===== config.mk =====
export PLATFORM = sky130hd
export DESIGN_NAME = jamma_joy_scan
export DESIGN_NICKNAME = d
export VERILOG_FILES = /design/src/rtl/jamma_joy_scan.sv
export SDC_FILE = /design/constraint.sdc
export NUM_CORES = 1
export LEC_CHECK = 0
export CAP_MARGIN = 20
export CELL_PAD_IN_SITES_DETAIL_PLACEMENT = 1
export CELL_PAD_IN_SITES_GLOBAL_PLACEMENT = 2
export CORE_AREA = 8 8 65 95
export CTS_BUF_LIST = sky130_fd_sc_hd__clkbuf_8
export CTS_CLUSTER_SIZE = 16
export DETAILED_ROUTE_END_ITERATION = 6
export DIE_AREA = 0 0 73 103
export GPL_ROUTABILITY_DRIVEN = 0
export GPL_TIMING_DRIVEN = 0
export PLACE_DENSITY = 0.9
export REMOVE_ABC_BUFFERS = 1
export SETUP_SLACK_MARGIN = 0.1
export SLEW_MARGIN = 20
export SYNTH_ARGS = -nofsm -noshare
export SYNTH_HDL_FRONTEND = slang
export SYNTH_SLANG_ARGS = --single-unit

===== constraint.sdc =====
create_clock -name clk_sys -period 1.97 [get_ports clk_sys]
set_input_delay 0.591 -clock clk_sys [delete_from_list [all_inputs] [get_ports clk_sys]]
set_output_delay 0.591 -clock clk_sys [all_outputs]
set_load 0.05 [all_outputs]

===== src/rtl/jamma_joy_scan.sv =====
// Time-multiplexed JAMMA joystick scanner with per-player debounce.
// Optional macro JOY_DEBOUNCE_EN enables the debounce filter.
module jamma_joy_scan #(
  parameter int PLAYERS = 2,
  parameter int WIDTH   = 8,
  parameter int DIV     = 32,
  parameter int SETTLE  = 1,
  parameter int DEB     = 3,
  localparam int SEL_W  = (PLAYERS > 2) ? $clog2(PLAYERS) : 1
) (
  input  logic                       clk_sys,
  input  logic                       reset_n,
  input  logic [WIDTH-1:0]           jjoy_in,
  input  logic [WIDTH-1:0]           local_in,
  output logic [SEL_W-1:0]           jselect,
  output logic [PLAYERS*WIDTH-1:0]   joy_out,
  output logic                       scan_done
);

  localparam int CW = $clog2(DIV);
  localparam int SW = $clog2(SETTLE + 1);

  typedef enum logic [1:0] {
    S_SETTLE,
    S_SAMPLE,
    S_ADVANCE
  } state_e;

  // Reject parameter sets the scanner cannot honour
  if (PLAYERS < 2 || PLAYERS > 4) begin : g_bad_players
    $error("jamma_joy_scan: PLAYERS out of range");
  end
  if (DIV < 4) begin : g_bad_div
    $error("jamma_joy_scan: DIV too small");
  end
  if (SETTLE < 1) begin : g_bad_settle
    $error("jamma_joy_scan: SETTLE too small");
  end
  if (DEB < 1 || DEB > 15) begin : g_bad_deb
    $error("jamma_joy_scan: DEB out of range");
  end

  state_e           state_q, state_d;
  logic [CW-1:0]    cnt_q, cnt_d;
  logic [SW-1:0]    settle_q, settle_d;
  logic [SEL_W-1:0] ch_q, ch_d;
  logic [SEL_W-1:0] sel_q, sel_d;
  logic             done_q, done_d;
  logic             tick;
  logic             last_ch;
  logic             samp_en;

  logic [WIDTH-1:0] jj_s1_q, jj_s2_q;
  logic [WIDTH-1:0] lc_s1_q, lc_s2_q;
  logic [WIDTH-1:0] samp;
  logic [WIDTH-1:0] joy_q [PLAYERS];

  // Two-flop synchronisers for the asynchronous connector and local pad
  always_ff @(posedge clk_sys or negedge reset_n) begin
    if (!reset_n) begin
      jj_s1_q <= '1;
      jj_s2_q <= '1;
      lc_s1_q <= '1;
      lc_s2_q <= '1;
    end else begin
      jj_s1_q <= jjoy_in;
      jj_s2_q <= jj_s1_q;
      lc_s1_q <= local_in;
      lc_s2_q <= lc_s1_q;
    end
  end

  assign samp    = jj_s2_q & ((ch_q == '0) ? lc_s2_q : '1);
  assign tick    = (cnt_q == CW'(DIV - 1));
  assign cnt_d   = tick ? '0 : cnt_q + 1'b1;
  assign last_ch = (ch_q == SEL_W'(PLAYERS - 1));

  // Free-running tick prescaler
  always_ff @(posedge clk_sys or negedge reset_n) begin
    if (!reset_n) cnt_q <= '0;
    else          cnt_q <= cnt_d;
  end

  // Scan FSM state and select registers
  always_ff @(posedge clk_sys or negedge reset_n) begin
    if (!reset_n) begin
      state_q  <= S_SETTLE;
      settle_q <= SW'(SETTLE);
      ch_q     <= '0;
      sel_q    <= '0;
      done_q   <= 1'b0;
    end else begin
      state_q  <= state_d;
      settle_q <= settle_d;
      ch_q     <= ch_d;
      sel_q    <= sel_d;
      done_q   <= done_d;
    end
  end

  // Next-state: settle, one sample cycle, then step to the next player
  always_comb begin
    state_d  = state_q;
    settle_d = settle_q;
    ch_d     = ch_q;
    sel_d    = sel_q;
    done_d   = 1'b0;
    samp_en  = 1'b0;
    unique case (state_q)
      S_SETTLE: begin
        if (tick) begin
          if (settle_q == '0) state_d = S_SAMPLE;
          else                settle_d = settle_q - 1'b1;
        end
      end
      S_SAMPLE: begin
        samp_en = 1'b1;
        state_d = S_ADVANCE;
      end
      S_ADVANCE: begin
        ch_d     = last_ch ? '0 : ch_q + 1'b1;
        sel_d    = ch_d;
        done_d   = last_ch;
        settle_d = SW'(SETTLE);
        state_d  = S_SETTLE;
      end
      default: state_d = S_SETTLE;
    endcase
  end

`ifdef JOY_DEBOUNCE_EN
  logic [WIDTH-1:0] last_q [PLAYERS];
  logic [3:0]       stab_q [PLAYERS];
  logic [3:0]       stab_d;

  // Stability count for the current player after this sample
  always_comb begin
    stab_d = 4'd1;
    if (samp == last_q[ch_q]) begin
      if (stab_q[ch_q] >= 4'(DEB)) stab_d = 4'(DEB);
      else                         stab_d = stab_q[ch_q] + 4'd1;
    end
  end

  // Debounce state; only the scanned player's entries move
  always_ff @(posedge clk_sys or negedge reset_n) begin
    if (!reset_n) begin
      for (int p = 0; p < PLAYERS; p++) begin
        last_q[p] <= '1;
        stab_q[p] <= '0;
        joy_q[p]  <= '1;
      end
    end else if (samp_en) begin
      last_q[ch_q] <= samp;
      stab_q[ch_q] <= stab_d;
      if (stab_d == 4'(DEB)) joy_q[ch_q] <= samp;
    end
  end
`else
  // Without debounce each sample lands directly on the output
  always_ff @(posedge clk_sys or negedge reset_n) begin
    if (!reset_n) begin
      for (int p = 0; p < PLAYERS; p++) joy_q[p] <= '1;
    end else if (samp_en) begin
      joy_q[ch_q] <= samp;
    end
  end
`endif

  for (genvar g = 0; g < PLAYERS; g++) begin : g_out
    assign joy_out[g*WIDTH +: WIDTH] = joy_q[g];
  end

  assign jselect   = sel_q;
  assign scan_done = done_q;

endmodule


==> results by group, run 1 <==
Status
  – Status: finished clean

Pwr
  – Total power: 0.002317 W
  – Power per cell area: 912.1 nW/um^2
  – Leak: 1.054 nW
  – VDD IR-drop max: 0.0005528 V

Clocking
  – Post-CTS Resized: 52
  – Clock Tree Buf Depth: 2
  – CTS sink count: 58
  – CTS Buf Count: 9
  – H-Tree Level Count: 3
  – Postcts setup bufs: 0
  – Clock Pin Slew Worst Setup and Hold Paths: 0.06 ns
  – CTS Hold Bufs: 0
  – CTS tree: built
  – Worst-Skew Late Latency: 0.32 ns
  – CTS Root Cell: clkbuf_8

Final layout
  – Area delta synth->final: 32.85%
  – Finished Cell Area: 2540 um^2
  – Area of the multi-input gates: 350.3 um^2
  – Fin cells: 228
  – Antenna diodes: 0
  – Fillcell total: 481
  – Final #Nets: 178
  – FF/Latch Area: 1513 um^2
  – Fraction of layout cells with a size suffix above 1: 0.5679

Setup path
  – CP top delay family: flip-flops
  – Required time worst endpoint: 1.38 ns
  – Startpoint Class: flip-flop
  – Critical path's slowest cell: dfstp_2
  – Worst path depth: 1
  – Worst path bufs/invs: 1
  – R2R depth: 2
  – CP Capture Type: output port
  – Crit path cell chain: clkdlybuf4s15_2
  – Crit-path max cell delay: 0.53 ns
  – Crit Path Max Fanout: 2
  – Worst setup path class: reg -> out
  – Crit path DAT: 1.23 ns

Placement
  – Post-DP Area: 2349 um^2
  – Placed insts: 213
  – PortBufs: 35
  – Dpl hpwl: 2625 um
  – DP Worst Slack: 0.03934 ns

STA
  – Final Setup Violations: 0
  – Slew headroom: 0.3570
  – Worst Tran Pin Value: 0.9602 ns
  – Worst Slack Setup Final: 0.1479 ns
  – RSZ-0062 raised after global routing: no
  – Minimum clock period: 1.822 ns
  – Max-slew violations: 0
  – Part of the cycle the worst path needs: 0.9249
  – Final number of hold-violating endpoints: 0
  – Clk_skew: 0.004648 ns
  – Max Clk Rate: 0.5488 GHz

Global routing
  – Gr usage total: 0.1115
  – Vias in the first global route: 1,236
  – Initial antenna violation count: 0
  – First-pass GRT wire length: 6023 um
  – Grt total ovfl: 0
  – Pin count of the biggest net entering global routing: 38

Detailed routing
  – Vias per inst: 4.329
  – Drt first pass iters: 2
  – Routed via count: 987
  – DRC: 0
  – Wire length per cell: 15.82 um
  – Final ANT Viol Nets: 0
  – Drt initial violations: 4
  – WL final: 3607 um

Min path
  – WHS Path Cells: 0
  – Hold/Removal Path Class: reg -> reg

Yosys
  – Synth Instances: 112
  – Area leader, netlist: dfstp_2
  – Synth Area per Inst: 17.07 um^2
  – Top cells by area, synth: dfstp_2, dfrtp_1, mux2_2, mux2i_1, inv_1
  – Seq/Total Area, Yosys: 0.7912
  – Yosys reg bits: 58
  – Share of the synthesized area in the top cell type: 0.6734
  – Post-synthesis cell area: 1912 um^2
  – Cell variety after synth: 18
  – Synth warn: 0

Floorplan
  – Io pins: 36
  – Starting Density: 0.4007
  – Core area: 4771 um^2
  – Die W: 73 um
  – Die ar.: 7519 um^2
  – Die Y: 103 um
  – Row count: 31

Job
  – Max-Cap Viols: 0
[where the power goes]
| group | switching (W) | internal, W | leakage [nW] |
|---|---|---|---|
| Clock | 0.000409 | 0.000506 | 0.0938 |
| Combinational | 0.0000679 | 0.0000496 | 0.336 |
| Sequential | 0.0000169 | 0.00127 | 0.624 |
[layout make-up]
type	instances	share of cell area
clock buffer	11	0.05961
clock inverter	4	0.007882
inverter	10	0.01478
multi-input combinational	43	0.1379
sequential	58	0.5956
tap	66	0.03251
timing repair buffer	36	0.1517
[synth_stat cells, drive strengths merged]
cell	instances
ha	2
mux2	9
nor2	4
dfrtp	9
nand3	1
nor3b	2
nor2b	3
inv	10
buf	1
nand3b	1
and3	1
nand2	8
dfstp	49
o21ai	1
nand2b	1
xnor2	2
mux2i	8
[flip-flops by register name (all words and copies together) (netlist names)]
register   count
lc_s2_q        8
lc_s1_q        8
joy_out       16
settle_q       1
scan_done      1
cnt_q          5
jselect        1
jj_s1_q        8
jj_s2_q        8
state_q        2
[path summary, 6_finish.rpt]
path	from	endpoint	slack, ns
hold reg to reg	jj_s1_q[6]$_DFF_PN1_	jj_s2_q[6]$_DFF_PN1_	0.35
min in group asynchronous	reset_n	lc_s1_q[7]$_DFF_PN1_	0.55
hold / removal	jj_s1_q[6]$_DFF_PN1_	jj_s2_q[6]$_DFF_PN1_	0.35
setup / recovery	joy_out[14]$_DFFE_PN1P_	joy_out[14]	0.15
max in group asynchronous	reset_n	joy_out[9]$_DFFE_PN1P_	1.13
setup reg to reg	jselect$_DFFE_PN0P_	joy_out[1]$_DFFE_PN1P_	0.32
[cells in the final DEF (no fill, tap or decap), drive strengths merged]
cell type / instances
and3: 1
buf: 2
clkbuf: 11
clkdlybuf4s15: 17
clkdlybuf4s50: 16
clkinv: 1
clkinvlp: 1
dfrtp: 9
dfstp: 49
dlygate4sd2: 1
ha: 2
inv: 12
mux2: 9
mux2i: 8
nand2: 8
nand2b: 1
nand3: 1
nand3b: 1
nor2: 4
nor2b: 3
nor3b: 2
o21ai: 1
xnor2: 2
[stage by stage]
step / utilization / hold WS (ns) / TNS, ns
floorplan: - / 0.2954 / 0
global placement: 0.4891 / 0.3455 / -38.02
detailed placement: 0.4923 / 0.3473 / 0
CTS: 0.5324 / 0.3551 / 0
global route: 0.5324 / 0.3582 / 0
finish: 0.5324 / 0.3520 / 0
[cell families (layout without fill, tap and decap cells)]
family	Yosys count	after routing	synth area share
buf+inv	11	61	0.02553
mux	17	17	0.09490
flops	58	58	0.7912
compound gates	1	1	0.002615
simple gates	21	21	0.06348
fa+ha+maj	2	2	0.01309
xor+xnor	2	2	0.009164
[layer usage]
layer | track usage | vias up | wire length (um)
li1 | - | 446 | -
met1 | 0.1001 | 499 | 1253
met2 | 0.1956 | 30 | 1992
met3 | 0.04090 | 12 | 238
met4 | 0.08824 | 0 | 124
met5 | 0 | - | 0
Power figures use the tool's default switching activity.
==> run 2, diff against run 1 <==
- clock period: 1.97 -> 2.1 ns (I/O delays scaled with it)
==> run 2 against run 1 <==
Via count decreased by 0.20%. Final cell count unchanged. Combinational power decreased by 8%. Highest routed layer unchanged. Setup slack got worse by 0.0053 ns. Power decreased by 6.3%. Clock skew about the same.
==> results by group, run 2 (synthesized netlist as in run 1, its figures left out) <==
Clocking
  – Worst-Skew Late Latency: 0.32 ns
  – Clock Pin Slew Worst Setup and Hold Paths: 0.06 ns
  – CTS tree: built
  – Clock Tree Buf Depth: 2
  – CTS Root Cell: clkbuf_8
  – Postcts setup bufs: 0
  – H-Tree Level Count: 3
  – CTS Hold Bufs: 0
  – CTS sink count: 58
  – CTS Buf Count: 9

Setup path
  – CP Capture Type: output port
  – Worst path depth: 1
  – Required time worst endpoint: 1.47 ns
  – Critical path's slowest cell: dfstp_2
  – R2R depth: 2
  – Worst setup path class: reg -> out
  – Crit path DAT: 1.33 ns
  – RR Startpoint: jselect$_DFFE_PN0P_
  – Worst path bufs/invs: 1
  – CP Capture Point: joy_out[4]
  – Worst r2r dst: joy_out[1]$_DFFE_PN1P_
  – Crit-path max cell delay: 0.52 ns
  – Startpoint Class: flip-flop
  – Crit path cell chain: clkdlybuf4s15_1
  – Source of the critical timing path: joy_out[4]$_DFFE_PN1P_
  – Crit Path Max Fanout: 2
  – Reg2Reg Setup Slack: 0.46 ns
  – CP top delay family: flip-flops

Global routing
  – Grt total ovfl: 0
  – Pin count of the biggest net entering global routing: 38
  – Gr usage total: 0.1115
  – First-pass GRT wire length: 6023 um
  – Vias in the first global route: 1,236
  – Initial antenna violation count: 0

Final layout
  – Antenna diodes: 0
  – Area delta synth->final: 30.82%
  – Commonest non-fill, non-tap cell in the layout: dfstp_2
  – Max FFs per register: 16
  – Final #Nets: 178
  – Fin cells: 228
  – Final core occ: 0.5243
  – Fraction of layout cells with a size suffix above 1: 0.5617
  – Most frequent cells in the layout: dfstp_2, clkdlybuf4s50_1, inv_1, clkbuf_8, clkdlybuf4s15_2

STA
  – Final number of hold-violating endpoints: 0
  – Minimum clock period: 1.957 ns
  – Clk_skew: 0.004648 ns
  – Setup TNS: 0 ns
  – Max Clk Rate: 0.5109 GHz
  – Part of the cycle the worst path needs: 0.9321
  – Final Setup Violations: 0
  – Max-slew violations: 0
  – Slew headroom: 0.3587
  – RSZ-0062 raised after global routing: no
  – Worst Tran Pin Value: 0.9578 ns

Detailed routing
  – Met2 wire length: 1991 um
  – WL met3: 245 um
  – DRC: 0
  – DRT met1 WL: 1255 um
  – Routed via count: 985
  – Wire length per cell: 15.86 um
  – Top routing layer used: met4
  – Final ANT Viol Nets: 0
  – Vias per inst: 4.320
  – Drt first pass iters: 2
  – Drt initial violations: 4
  – WL final: 3616 um

Pwr
  – Power per cell area: 868.0 nW/um^2
  – Leak: 1.054 nW
  – VDD IR-drop max: 0.0005185 V

Placement
  – PortBufs: 35
  – Dpl hpwl: 2625 um
  – Placed insts: 213

Min path
  – Hold/Removal Path Class: reg -> reg

Floorplan
  – Core area: 4771 um^2
  – Starting Density: 0.4007
  – Die Y: 103 um
  – Io pins: 36
  – Die W: 73 um
  – Die ar.: 7519 um^2
  – Row count: 31

Status
  – Status: finished clean

Job
  – Max-Cap Viols: 0
-- run 2: cell types whose count changed in the layout (fill, tap and decap cells not counted), sizes merged --
cell / previous run / this run
clkdlybuf4s15: 17 / 11
clkbuf: 11 / 17
-- run 2: final cells by class --
cell class	count	area, um^2
inverter	10	37.54
tap	66	82.58
clock inverter	4	20.02
clock buffer	11	151.4
fill	487	2270
timing repair buffer	36	346.6
multi-input combinational	43	350.3
sequential	58	1513
-- run 2: worst min-delay path by stage --
| stage | start | endpoint | slack (ns) | cells past startpoint |
|---|---|---|---|---|
| floorplan | reset_n | cnt_q[0]$_DFF_PN0_ | 0.33 | 0 |
| global placement | lc_s1_q[5]$_DFF_PN1_ | lc_s2_q[5]$_DFF_PN1_ | 0.35 | 0 |
| detailed placement | jj_s1_q[5]$_DFF_PN1_ | jj_s2_q[5]$_DFF_PN1_ | 0.35 | 0 |
| CTS | jj_s1_q[6]$_DFF_PN1_ | jj_s2_q[6]$_DFF_PN1_ | 0.36 | 0 |
| global route | lc_s1_q[4]$_DFF_PN1_ | lc_s2_q[4]$_DFF_PN1_ | 0.36 | 0 |
| finish | jj_s1_q[6]$_DFF_PN1_ | jj_s2_q[6]$_DFF_PN1_ | 0.35 | 0 |
-- run 2: power breakdown --
group	internal (W)	total [W]	switching [W]	leakage, nW
logic	0.0000442	0.000108	0.0000637	0.336
clock network	0.000474	0.000858	0.000384	0.0938
registers	0.00119	0.00121	0.0000159	0.624
total	0.00171	0.00217	0.000463	1.05
-- run 2: metrics by stage --
step / worst slack [ns] / cell area (um^2) / hold WS, ns / total power, W
5_1_grt: 0.1033 / 2501 / 0.3582 / 0.002277
6_report: 0.1426 / 2501 / 0.3520 / 0.002171
4_1_cts: 0.04031 / 2530 / 0.3551 / 0.002216
3_3_place_gp: -0.9995 / 2333 / 0.3455 / 0.001325
2_1_floorplan: 0.5317 / 1901 / 0.3344 / 0.001256
3_5_place_dp: 0.1303 / 2349 / 0.3473 / 0.001338
-- run 2: routing by layer --
| metal | vias up | GRT usage |
|---|---|---|
| met5 | - | 0 |
| met4 | 0 | 0.08824 |
| met3 | 12 | 0.04090 |
| met2 | 30 | 0.1956 |
| met1 | 497 | 0.1001 |
| li1 | 446 | - |
-- run 2: timing repair --
action,in CTS,in global routing
endpoints found under the setup margin,18,6
gates resized for setup,44,7
endpoints found under the hold margin,0,0
pin swaps,0,0
